===== src/rtl/stim_pkg.sv =====
// Shared types and default parameters for the stimulus sequencer.
package stim_pkg;

  localparam int unsigned DEF_DATA_W      = 32;
  localparam int unsigned DEF_HOLD_W      = 8;
  localparam int unsigned DEF_GAP_CYCLES  = 2;
  localparam int unsigned DEF_FIFO_DEPTH  = 16;
  localparam int unsigned DEF_RST_TIMEOUT = 64;

  typedef struct packed {
    logic                  do_reset;
    logic [DEF_HOLD_W-1:0] hold;
    logic [DEF_DATA_W-1:0] data;
  } stim_rec_t;

  typedef enum logic [2:0] {
    ST_IDLE,
    ST_PULSE,
    ST_GAP,
    ST_WAIT_LO,
    ST_WAIT_HI
  } stim_state_t;

endpackage


===== src/rtl/stimulus_sequencer_if.sv =====
// AXI-Stream record channel feeding the stimulus sequencer.
interface stimulus_sequencer_if
  import stim_pkg::*;
#(
  parameter int unsigned DATA_W = DEF_DATA_W,
  parameter int unsigned HOLD_W = DEF_HOLD_W
);

  logic [DATA_W+HOLD_W:0] tdata;
  logic                   tvalid;
  logic                   tready;

  modport master (output tdata, output tvalid, input tready);
  modport slave  (input tdata, input tvalid, output tready);

endinterface


===== src/rtl/stim_fifo.sv =====
// Single-clock record FIFO; registered flags, no fall-through on empty.
module stim_fifo
  import stim_pkg::*;
#(
  parameter int unsigned WIDTH = DEF_DATA_W + DEF_HOLD_W + 1,
  parameter int unsigned DEPTH = DEF_FIFO_DEPTH
) (
  input  logic             clk,
  input  logic             reset,
  input  logic             push,
  input  logic [WIDTH-1:0] wdata,
  input  logic             pop,
  output logic [WIDTH-1:0] rdata,
  output logic             full,
  output logic             empty
);

  localparam int unsigned AW = $clog2(DEPTH);
  localparam int unsigned CW = AW + 1;

  logic [WIDTH-1:0] mem [DEPTH];
  logic [AW-1:0]    wr_ptr;
  logic [AW-1:0]    rd_ptr;
  logic [CW-1:0]    count;
  logic             do_push;
  logic             do_pop;

  assign do_push = push & ~full & ~reset;
  assign do_pop  = pop & ~empty;
  assign full    = (count == CW'(DEPTH));
  assign empty   = (count == '0);
  assign rdata   = mem[rd_ptr];

  always_ff @(posedge clk) begin
    if (reset) begin
      wr_ptr <= '0;
      rd_ptr <= '0;
      count  <= '0;
    end else begin
      if (do_push) wr_ptr <= wr_ptr + AW'(1);
      if (do_pop)  rd_ptr <= rd_ptr + AW'(1);
      case ({do_push, do_pop})
        2'b10:   count <= count + CW'(1);
        2'b01:   count <= count - CW'(1);
        default: count <= count;
      endcase
    end
  end

  // Storage needs no reset; the pointers define validity.
  always_ff @(posedge clk) begin
    if (do_push) mem[wr_ptr] <= wdata;
  end

endmodule


===== src/rtl/stimulus_sequencer.sv =====
// Replays buffered stimulus records as timed pulses, with optional reset-manager handshake.
module stimulus_sequencer
  import stim_pkg::*;
#(
  parameter int unsigned DATA_W      = DEF_DATA_W,
  parameter int unsigned HOLD_W      = DEF_HOLD_W,
  parameter int unsigned GAP_CYCLES  = DEF_GAP_CYCLES,
  parameter int unsigned FIFO_DEPTH  = DEF_FIFO_DEPTH,
  parameter int unsigned RST_TIMEOUT = DEF_RST_TIMEOUT
) (
  input  logic                clk,
  input  logic                reset,
  stimulus_sequencer_if.slave s_axis,
  input  logic                resetn,
  output logic                stimuli_valid,
  output logic [DATA_W-1:0]   stimuli_data,
  output logic                do_reset,
  output logic                busy,
  output logic                rst_timeout
);

  localparam int unsigned REC_W = DATA_W + HOLD_W + 1;
  localparam int unsigned GAP_W = $clog2(GAP_CYCLES + 1);
  localparam int unsigned TMO_W = $clog2(RST_TIMEOUT + 1);

  stim_state_t       state, state_nx;
  logic              fifo_full, fifo_empty, fifo_pop;
  logic [REC_W-1:0]  rec;
  logic [DATA_W-1:0] rec_data;
  logic [HOLD_W-1:0] rec_hold;
  logic              rec_rst;

  logic [HOLD_W-1:0] hold_cnt, hold_cnt_nx;
  logic [GAP_W-1:0]  gap_cnt, gap_cnt_nx;
  logic [TMO_W-1:0]  tmo_cnt, tmo_cnt_nx;
  logic              lo_seen, lo_seen_nx;
  logic              valid_nx, rst_nx, tmo_flag_nx;
  logic [DATA_W-1:0] data_nx;
  logic              tmo_hit;

  stim_fifo #(.WIDTH(REC_W), .DEPTH(FIFO_DEPTH)) u_fifo (
    .clk   (clk),
    .reset (reset),
    .push  (s_axis.tvalid),
    .wdata (s_axis.tdata),
    .pop   (fifo_pop),
    .rdata (rec),
    .full  (fifo_full),
    .empty (fifo_empty)
  );

  assign s_axis.tready = ~fifo_full;
  assign busy          = ~fifo_empty | (state != ST_IDLE);
  assign rec_data      = rec[DATA_W-1:0];
  assign rec_hold      = rec[DATA_W +: HOLD_W];
  assign rec_rst       = rec[REC_W-1];
  assign tmo_hit       = (tmo_cnt == TMO_W'(RST_TIMEOUT - 1));

  // State and datapath registers
  always_ff @(posedge clk) begin
    if (reset) begin
      state         <= ST_IDLE;
      stimuli_valid <= 1'b0;
      stimuli_data  <= '0;
      do_reset      <= 1'b0;
      rst_timeout   <= 1'b0;
      hold_cnt      <= '0;
      gap_cnt       <= '0;
      tmo_cnt       <= '0;
      lo_seen       <= 1'b0;
    end else begin
      state         <= state_nx;
      stimuli_valid <= valid_nx;
      stimuli_data  <= data_nx;
      do_reset      <= rst_nx;
      rst_timeout   <= tmo_flag_nx;
      hold_cnt      <= hold_cnt_nx;
      gap_cnt       <= gap_cnt_nx;
      tmo_cnt       <= tmo_cnt_nx;
      lo_seen       <= lo_seen_nx;
    end
  end

  // Next-state logic
  always_comb begin
    state_nx = state;
    case (state)
      ST_IDLE:    if (!fifo_empty) state_nx = ST_PULSE;
      ST_PULSE:   if (hold_cnt == HOLD_W'(1)) state_nx = do_reset ? ST_WAIT_LO : ST_GAP;
      ST_WAIT_LO: if (lo_seen || !resetn) state_nx = ST_WAIT_HI;
                  else if (tmo_hit)       state_nx = ST_GAP;
      ST_WAIT_HI: if (resetn || tmo_hit)  state_nx = ST_GAP;
      ST_GAP:     if (gap_cnt == GAP_W'(1)) state_nx = ST_IDLE;
      default:    state_nx = ST_IDLE;
    endcase
  end

  // Next values for outputs and counters
  always_comb begin
    fifo_pop    = 1'b0;
    valid_nx    = stimuli_valid;
    data_nx     = stimuli_data;
    rst_nx      = do_reset;
    tmo_flag_nx = rst_timeout;
    hold_cnt_nx = hold_cnt;
    gap_cnt_nx  = gap_cnt;
    tmo_cnt_nx  = tmo_cnt;
    lo_seen_nx  = lo_seen;
    case (state)
      ST_IDLE: begin
        if (!fifo_empty) begin
          fifo_pop    = 1'b1;
          valid_nx    = 1'b1;
          data_nx     = rec_data;
          rst_nx      = rec_rst;
          hold_cnt_nx = (rec_hold == '0) ? HOLD_W'(1) : rec_hold;
          lo_seen_nx  = 1'b0;
        end
      end
      ST_PULSE: begin
        hold_cnt_nx = hold_cnt - HOLD_W'(1);
        // A reset-manager low that arrives early still satisfies the wait
        if (!resetn) lo_seen_nx = 1'b1;
        if (hold_cnt == HOLD_W'(1)) begin
          valid_nx   = 1'b0;
          data_nx    = '0;
          rst_nx     = 1'b0;
          tmo_cnt_nx = '0;
          gap_cnt_nx = GAP_W'(GAP_CYCLES);
        end
      end
      ST_WAIT_LO: begin
        if (lo_seen || !resetn) begin
          tmo_cnt_nx = '0;
        end else if (tmo_hit) begin
          tmo_flag_nx = 1'b1;
          gap_cnt_nx  = GAP_W'(GAP_CYCLES);
        end else begin
          tmo_cnt_nx = tmo_cnt + TMO_W'(1);
        end
      end
      ST_WAIT_HI: begin
        if (resetn) begin
          gap_cnt_nx = GAP_W'(GAP_CYCLES);
        end else if (tmo_hit) begin
          tmo_flag_nx = 1'b1;
          gap_cnt_nx  = GAP_W'(GAP_CYCLES);
        end else begin
          tmo_cnt_nx = tmo_cnt + TMO_W'(1);
        end
      end
      ST_GAP:  gap_cnt_nx = gap_cnt - GAP_W'(1);
      default: ;
    endcase
  end

endmodule

===== src/flat_wrapper.sv =====
// flat-port wrapper written by rule: the top's interface ports become plain ports
module stimulus_sequencer_flat import stim_pkg::*;
#(
  parameter int unsigned DATA_W      = DEF_DATA_W,
  parameter int unsigned HOLD_W      = DEF_HOLD_W,
  parameter int unsigned GAP_CYCLES  = DEF_GAP_CYCLES,
  parameter int unsigned FIFO_DEPTH  = DEF_FIFO_DEPTH,
  parameter int unsigned RST_TIMEOUT = DEF_RST_TIMEOUT
)
  (clk, reset, resetn, stimuli_valid, stimuli_data, do_reset, busy, rst_timeout, s_axis_tdata, s_axis_tvalid, s_axis_tready);
  stimulus_sequencer_if #(.DATA_W(DATA_W), .HOLD_W(HOLD_W)) s_axis_i ();
  input  logic clk;
  input  logic reset;
  input  logic resetn;
  output logic stimuli_valid;
  output logic [DATA_W-1:0] stimuli_data;
  output logic do_reset;
  output logic busy;
  output logic rst_timeout;
  input wire logic [$bits(s_axis_i.tdata)-1:0] s_axis_tdata;
  input wire logic [$bits(s_axis_i.tvalid)-1:0] s_axis_tvalid;
  output wire logic [$bits(s_axis_i.tready)-1:0] s_axis_tready;
  assign s_axis_i.tdata = s_axis_tdata;
  assign s_axis_i.tvalid = s_axis_tvalid;
  assign s_axis_tready = s_axis_i.tready;
  stimulus_sequencer #(.DATA_W(DATA_W), .HOLD_W(HOLD_W), .GAP_CYCLES(GAP_CYCLES), .FIFO_DEPTH(FIFO_DEPTH), .RST_TIMEOUT(RST_TIMEOUT)) u_core (.clk(clk), .reset(reset), .s_axis(s_axis_i), .resetn(resetn), .stimuli_valid(stimuli_valid), .stimuli_data(stimuli_data), .do_reset(do_reset), .busy(busy), .rst_timeout(rst_timeout));
endmodule

===== config.mk =====
export PLATFORM = sky130hd
export DESIGN_NAME = stimulus_sequencer_flat
export DESIGN_NICKNAME = d
export VERILOG_FILES = /design/src/rtl/stim_pkg.sv /design/src/rtl/stimulus_sequencer_if.sv /design/src/rtl/stim_fifo.sv /design/src/rtl/stimulus_sequencer.sv /design/src/flat_wrapper.sv
export SDC_FILE = /design/constraint.sdc
export NUM_CORES = 1
export LEC_CHECK = 0
export CAP_MARGIN = 20
export CORE_MARGIN = 1
export CORE_UTILIZATION = 63
export CTS_BUF_LIST = sky130_fd_sc_hd__clkbuf_4 sky130_fd_sc_hd__clkbuf_8 sky130_fd_sc_hd__clkbuf_16
export DETAILED_ROUTE_END_ITERATION = 8
export DONT_BUFFER_PORTS = 1
export HOLD_SLACK_MARGIN = 0.03
export PLACE_DENSITY = 0.8
export SETUP_SLACK_MARGIN = 0.05
export SLEW_MARGIN = 5
export SYNTH_ARGS = -nofsm -noshare
export SYNTH_HDL_FRONTEND = slang
export SYNTH_HIERARCHICAL = 1
export SYNTH_SLANG_ARGS = --single-unit
export TNS_END_PERCENT = 100

===== constraint.sdc =====
create_clock -name clk -period 4.8 [get_ports clk]
set_input_delay 0.96 -clock clk [delete_from_list [all_inputs] [get_ports clk]]
set_output_delay 0.96 -clock clk [all_outputs]
set_load 0.02 [all_outputs]

After elaboration in Yosys (flattened, before gate mapping)
Memory sizes are Yosys's and may differ from the RTL's. A register that Yosys moved wholly into a read port is not among the register bits.
Cells that the tools add are included.
{"block": "word_totals", "reg_bits": 69, "ramBits": 656, "inputBits": 45, "wordCells": 107, "memories": 1}
{"memory": "u_core.u_fifo.mem", "words": 16, "word_bits": 41, "read_ports": 1, "rd_ports_with_merged_regs": 1, "wr": 1, "line": "stim_fifo.sv:21", "source": "logic [WIDTH-1:0] mem [DEPTH];"}
{"block": "classes", "add_sub_neg": 7, "eq_ne": 18, "mux": 43, "bitwise_logic": 7, "n_reduce_logical": 19}
{"cell": "$mux 32", "n": 2}
{"cell": "$pmux 32 s2", "n": 1}
{"cell": "$mux 7", "n": 4}
{"cell": "$pmux 7 s3", "n": 1}
{"cell": "$mux 3", "n": 6}
{"cell": "$mux 8", "n": 2}
{"cell": "$pmux 8 s2", "n": 1}
{"cell": "$pmux 3 s5", "n": 1}
{"cell": "$reduce_and 3->1", "n": 5}
{"cell": "$mux 1", "n": 13}
{"cell": "$pmux 5 s2", "n": 1}
{"cell": "$add 4x1->4 const B", "n": 2}
{"cell": "$eq 8x1->1 const B", "n": 1}
{"cell": "$logic_not 8->1", "n": 1}
{"cell": "$mux 2", "n": 4}
{"cell": "$mux 4", "n": 2}
{"cell": "$ne 2x2->1 const B", "n": 4}
{"cell": "$pmux 1 s2", "n": 4}
{"cell": "$pmux 2 s4", "n": 1}
{"cell": "$sub 8x1->8 const B", "n": 1}
{"cell": "$add 7x1->7 const B", "n": 1}
{"cell": "$eq 7x6->1 const B", "n": 1}
{"cell": "$eq 3x2->1 const B", "n": 2}
{"cell": "$ne 2x1->1 const B", "n": 3}
{"cell": "other kinds (21)", "n": 30}

Longest topological paths before layout
{"block": "logic_depth", "word_depth": 6, "ltp_mapped": 17, "ltp_nobuf": 13}

By module
Netlist, hierarchy kept.
{"module": "stim_fifo", "n_inst": 1, "cells_each": 1126, "area_each_um2": 25522.0, "seq_area_each_um2": 20039.2}
{"module": "stimulus_sequencer", "n_inst": 1, "cells_each": 278, "area_each_um2": 2382.3, "seq_area_each_um2": 1121.1}

Worst setup path after synthesis
OpenSTA, ideal clock, no wires.
{"block": "synth_path", "path_kind": "register to register", "from": "reg u_core.u_fifo.count[4]", "to": "reg u_core.u_fifo.count[4]", "setup_time_ns": 0.064, "arrival_ns": 3.584, "required_ns": 4.736, "setup_slack_ns": 1.152, "path_stages_with_launch": 17, "n_path_buf": 4, "cell_sequence": "dfxtp_1 > clkbuf_1 > nor2_1 > or4_1 > clkbuf_1 > inv_2 > buf_1 > o21ai_4 > inv_1 > ha_1 > clkbuf_1 > xor2_1 > ha_1 > o21ai_0 > or3_1 > a2111o_1 > nand4_1"}
{"block": "synth_via", "elab_chain_len": 6, "elab_cells_between_ends": 15, "cone_classes": "2 x add/sub; 3 x eq/ne; 3 x mux; 5 x bitwise; 2 x reduce/logical"}
{"item": "from (decl)", "line": "stim_fifo.sv:24", "source": "logic [CW-1:0] count;"}
{"item": "from (signal assigned)", "line": "stim_fifo.sv:43", "source": "2'b10: count <= count + CW'(1);"}
{"item": "from (signal assigned)", "line": "stim_fifo.sv:44", "source": "2'b01: count <= count - CW'(1);"}
{"item": "from (signal assigned)", "line": "stim_fifo.sv:45", "source": "default: count <= count;"}
{"item": "$logic_not 5->1 *", "line": "stim_fifo.sv:31", "source": "assign empty = (count == '0);"}
{"item": "named net u_core.fifo_empty", "line": "stimulus_sequencer.sv:27", "source": "logic fifo_full, fifo_empty, fifo_pop;"}
{"item": "$mux 1 *", "line": "stimulus_sequencer.sv:111", "source": "if (!fifo_empty) begin"}
{"item": "$mux 1 *", "line": "stimulus_sequencer.sv:109", "source": "case (state)"}
{"item": "named net u_core.fifo_pop", "line": "stimulus_sequencer.sv:27"}
{"item": "$and 1x1->1 *", "line": "stim_fifo.sv:29", "source": "assign do_pop = pop & ~empty;"}
{"item": "named net u_core.u_fifo.do_pop", "line": "stim_fifo.sv:26", "source": "logic do_pop;"}
{"item": "$eq 2x1->1 / $eq 2x2->1 (equally long branches)", "line": "stim_fifo.sv:42", "source": "case ({do_push, do_pop})"}
{"item": "$pmux 5 s2 / $reduce_bool 2->1 (equally long branches)"}
Mark *: on every way through the listed nets, which the timed path passes. The rest lies on a longest branch.
A chain may end at the register's enable or synchronous reset.

Final worst setup path
{"block": "layout_path", "from": "reg u_core.u_fifo.count[1]", "to": "reg u_core.u_fifo.count[4]"}
{"block": "layout_via", "elab_chain_len": 6, "elab_cells_between_ends": 15, "cone_classes": "2 x add/sub; 3 x eq/ne; 3 x mux; 5 x bitwise; 2 x reduce/logical"}
{"item": "$logic_not 5->1 *", "line": "stim_fifo.sv:31"}
{"item": "named net u_core.fifo_empty", "line": "stimulus_sequencer.sv:27"}
{"item": "$mux 1", "line": "stimulus_sequencer.sv:111"}
{"item": "$mux 1", "line": "stimulus_sequencer.sv:109"}
{"item": "$and 1x1->1 *", "line": "stim_fifo.sv:29"}
{"item": "named net u_core.u_fifo.do_pop", "line": "stim_fifo.sv:26"}
{"item": "$eq 2x1->1 / $eq 2x2->1 (equally long branches)", "line": "stim_fifo.sv:42"}
{"item": "$pmux 5 s2 / $reduce_bool 2->1 (equally long branches)"}
Marked as above.

==> results.toml <==
[status]
status = "complete, no violations"

[power]
p_sw_mw = 4.28
power.total_mw = 16.3
power.leakage_nw = 9.82
power.internal_mw = 12.0
power_frac_comb = 0.159
worst_ir_drop_vdd_uv = 420
p_clk_frac = 0.371
pwr-share-seq = 0.470
powerDensity_nw_per_um2 = 523
swShare = 0.263

[sta]
slew_headroom = 0.227
tns_ps = 0
drv_slew = 0
tightest_slew_ps = 1160
fin_crit_ps = 3310
whs_ps = 420
finalCritPeriodShare = 0.689
fin_skew_ps = 15.4
rsz0062_at_grt = "false"
hold_viol = 0
setup_viol = 0
max_freq_mhz = 302

[global_route]
grt_max_degree = 71
grt_usage = 0.291
antenna_found_initial = 0
overflow = 0
grtUsageMet2 = 0.475
met3_usage = 0.0677
top_usage_layer = "met2"
grt_util_met1 = 0.376
grt_pass1_vias = 14600
grt_pass1_wl_um = 92700

[clocking]
cts_resized = 0
post_cts_buffers = 0
numCtsBuffers = 71
clk_path_buf_depth = 3
hold_buffers = 0
insertion_delay_ps = 610
htree_levels = 3
cts_tree = "yes"
cts-root-buf = "clkbuf_16"
clk_pin_slew_ps = 60
cts_sinks = 729

[synth]
synth_top_area_frac = 0.706
async_reset_ff_frac = 0
synth_largest_area_cell = "edfxtp_1"
synth.distinct_cells = 59
synth_edf_count = 656
synth_nets = 1462
ys_seq_area_frac = 0.758
syn_avg_cell_area_um2 = 19.9
syn_inst = 1404
synthTopCellsByArea = "edfxtp_1 71%, mux4_2 13%, dfxtp_1 5.2%"
synth_ff_type = "edfxtp_1"
synth-seq-cells = 729
yosysWarnings = 6
syn-cell-area_um2 = 27900

[worst_setup_path]
crit_buf_inv = 2
cp_max_fo = 9
slowest_stage = "or4_1"
critPathLaunchType = "register"
critical_path.cell_chain = "or4_4 -> nor2_1 -> or4_1 -> inv_2 -> o21ai_4 -> inv_1 -> ha_1 -> xor2_1 -> ha_1 -> o21ai_0 -> or3_1 -> a2111o_1 -> nand4_1"
cp.arrival_ps = 3850
cpPeakStageDelay_ps = 540
worstSetupPathType = "reg2reg"
crit_path_frequent_cell = "ha_1"
cp.required_ps = 5340
critPathTopFamily = "simple AND/OR/NAND/NOR gates"
cp-end-kind = "register"

[layout]
mostFrequentLayoutCells = "656 x edfxtp_1, 164 x mux4_2, 115 x a22oi_1, 75 x clkbuf_16, 73 x nor2_1"
diodes = 0
areaGrowthSynthToFinish_pct = 11.6
drive_gt1_frac = 0.239
design_area_um2 = 31100
final_common_cell = "edfxtp_1"
layout.nets = 1482

[detailed_routing]
first_pass_iters = 6
drc = 0
vias_per_cell = 6.90
route.vias.total = 14300
ant_nets = 0
drtIter0Drc = 2023
wl_per_cell_um = 30.8
wl_um = 63700

[place]
dp_hpwl_um = 31900
io_buffers = 0
globalplace.congestion = 0.792
placed_area_um2 = 28600

[floorplan]
core_area_um2 = 43400
start_util = 0.644
pin_count = 82
rows = 76
die_x_um = 212
die_h_um = 212
dieArea_um2 = 45100

[hold_path]
hp-class = "in2reg"

[job]
maxCapViolations = 0
[flip-flops by register name, summed over array words and instances, names as in the netlist, 2 cells and up, named ones only]
| register | count |
|---|---|
| u_core/tmo_cnt | 7 |
| u_core/u_fifo/wr_ptr | 4 |
| u_core/u_fifo/mem | 656 |
| u_core/stimuli_data | 32 |
| u_core/u_fifo/rd_ptr | 4 |
| u_core/hold_cnt | 8 |
| u_core/u_fifo/count | 5 |
| u_core/state | 3 |
| u_core/gap_cnt | 2 |
[cell type report]
class,instances,area (um^2)
clock buffers,90,2010
clock inverters,42,538
fillers,2480,12200
inverters,12,45.0
multi-input cells,581,6380
flip-flops and latches,729,21200
well taps,585,732
repair buffers,29,250
[synthesized netlist by cell type, types with 2 or more instances]
master    number
nand3b_1       3
o21ai_0        9
a21oi_1       22
or4_4          2
or4_1          4
buf_2         14
a22oi_1      115
nand2b_1       6
or3b_2         2
xor2_1         5
nor2_1        75
a221oi_1       2
ha_1          13
nand4_1        3
o22ai_1        3
nor2b_1        5
mux2i_1        5
nand4b_1       2
nand2_1       57
mux4_2       164
edfxtp_1     656
xnor2_1        9
or3_1          5
nor4b_1        3
buf_1         18
nor3_1         5
and3_1         3
o41ai_1        2
a211oi_1       2
inv_1         11
and2_1        18
clkbuf_1      40
nor4_1         8
buf_4          9
o211ai_2       2
and3b_1        2
dfxtp_1       73
nand3_1        6
[worst reg2reg max path, delay by kind of cell, from the launching register on]
| family | cells | cell delay (ps) |
|---|---|---|
| adders and majority gates | 2 | 540 |
| buffers and inverters | 2 | 220 |
| and+or+nand+nor | 5 | 1280 |
| DFF | 1 | 480 |
| AOI/OAI and AO/OA | 3 | 520 |
| xor gates and xnor gates | 1 | 210 |
[cells by family after synthesis]
group	Yosys count	synth area share
multiplexers	170	0.135
AND/OR/NAND/NOR	212	0.0371
AO/OA/AOI/OAI	172	0.0450
flip-flops	729	0.758
buffers and inverters	94	0.0148
adder cells (fa/ha/maj)	13	0.00583
XOR/XNOR	14	0.00439
[through the flow]
stage                     utilization  worst slack (ps)  cells
after floorplan                     -              1150   1404
after global placement          0.658              1620   1935
after detailed placement        0.658              1550   1935
after CTS                       0.717              1430   2067
after global routing            0.718              1250   2068
final                           0.718              1490   2068
[power by group through the flow]
| stage | Sequential [mW] | Combinational (mW) | Clock, mW |
|---|---|---|---|
| 6_report | 7.66 | 2.59 | 6.04 |
| 5_1_grt | 7.70 | 2.78 | 6.31 |
| 4_1_cts | 7.66 | 2.52 | 6.11 |
| 3_3_place_gp | 7.77 | 2.39 | 0 |
| 2_1_floorplan | 7.60 | 2.07 | 0 |
| 3_5_place_dp | 7.78 | 2.45 | 0 |
[path summary, 6_finish.rpt]
check                              start                      to  slack (ps)  depth (start not counted)
setup / recovery  u_core/u_fifo/count[1]  u_core/u_fifo/count[4]        1490                         13
hold / removal                     reset  u_core/u_fifo/count[2]         420                          1
setup reg to reg  u_core/u_fifo/count[1]  u_core/u_fifo/count[4]        1490                         13
hold reg to reg        u_core/tmo_cnt[6]       u_core/tmo_cnt[6]         470                          2
[per-layer routing]
| layer | vias up | wire length (um) |
|---|---|---|
| met4 | 0 | 2660 |
| met5 | - | 0 |
| met2 | 927 | 31900 |
| met1 | 7332 | 23000 |
| met3 | 192 | 6230 |
| li1 | 5809 | - |
Note: power is estimated with default switching activity, not from simulation.
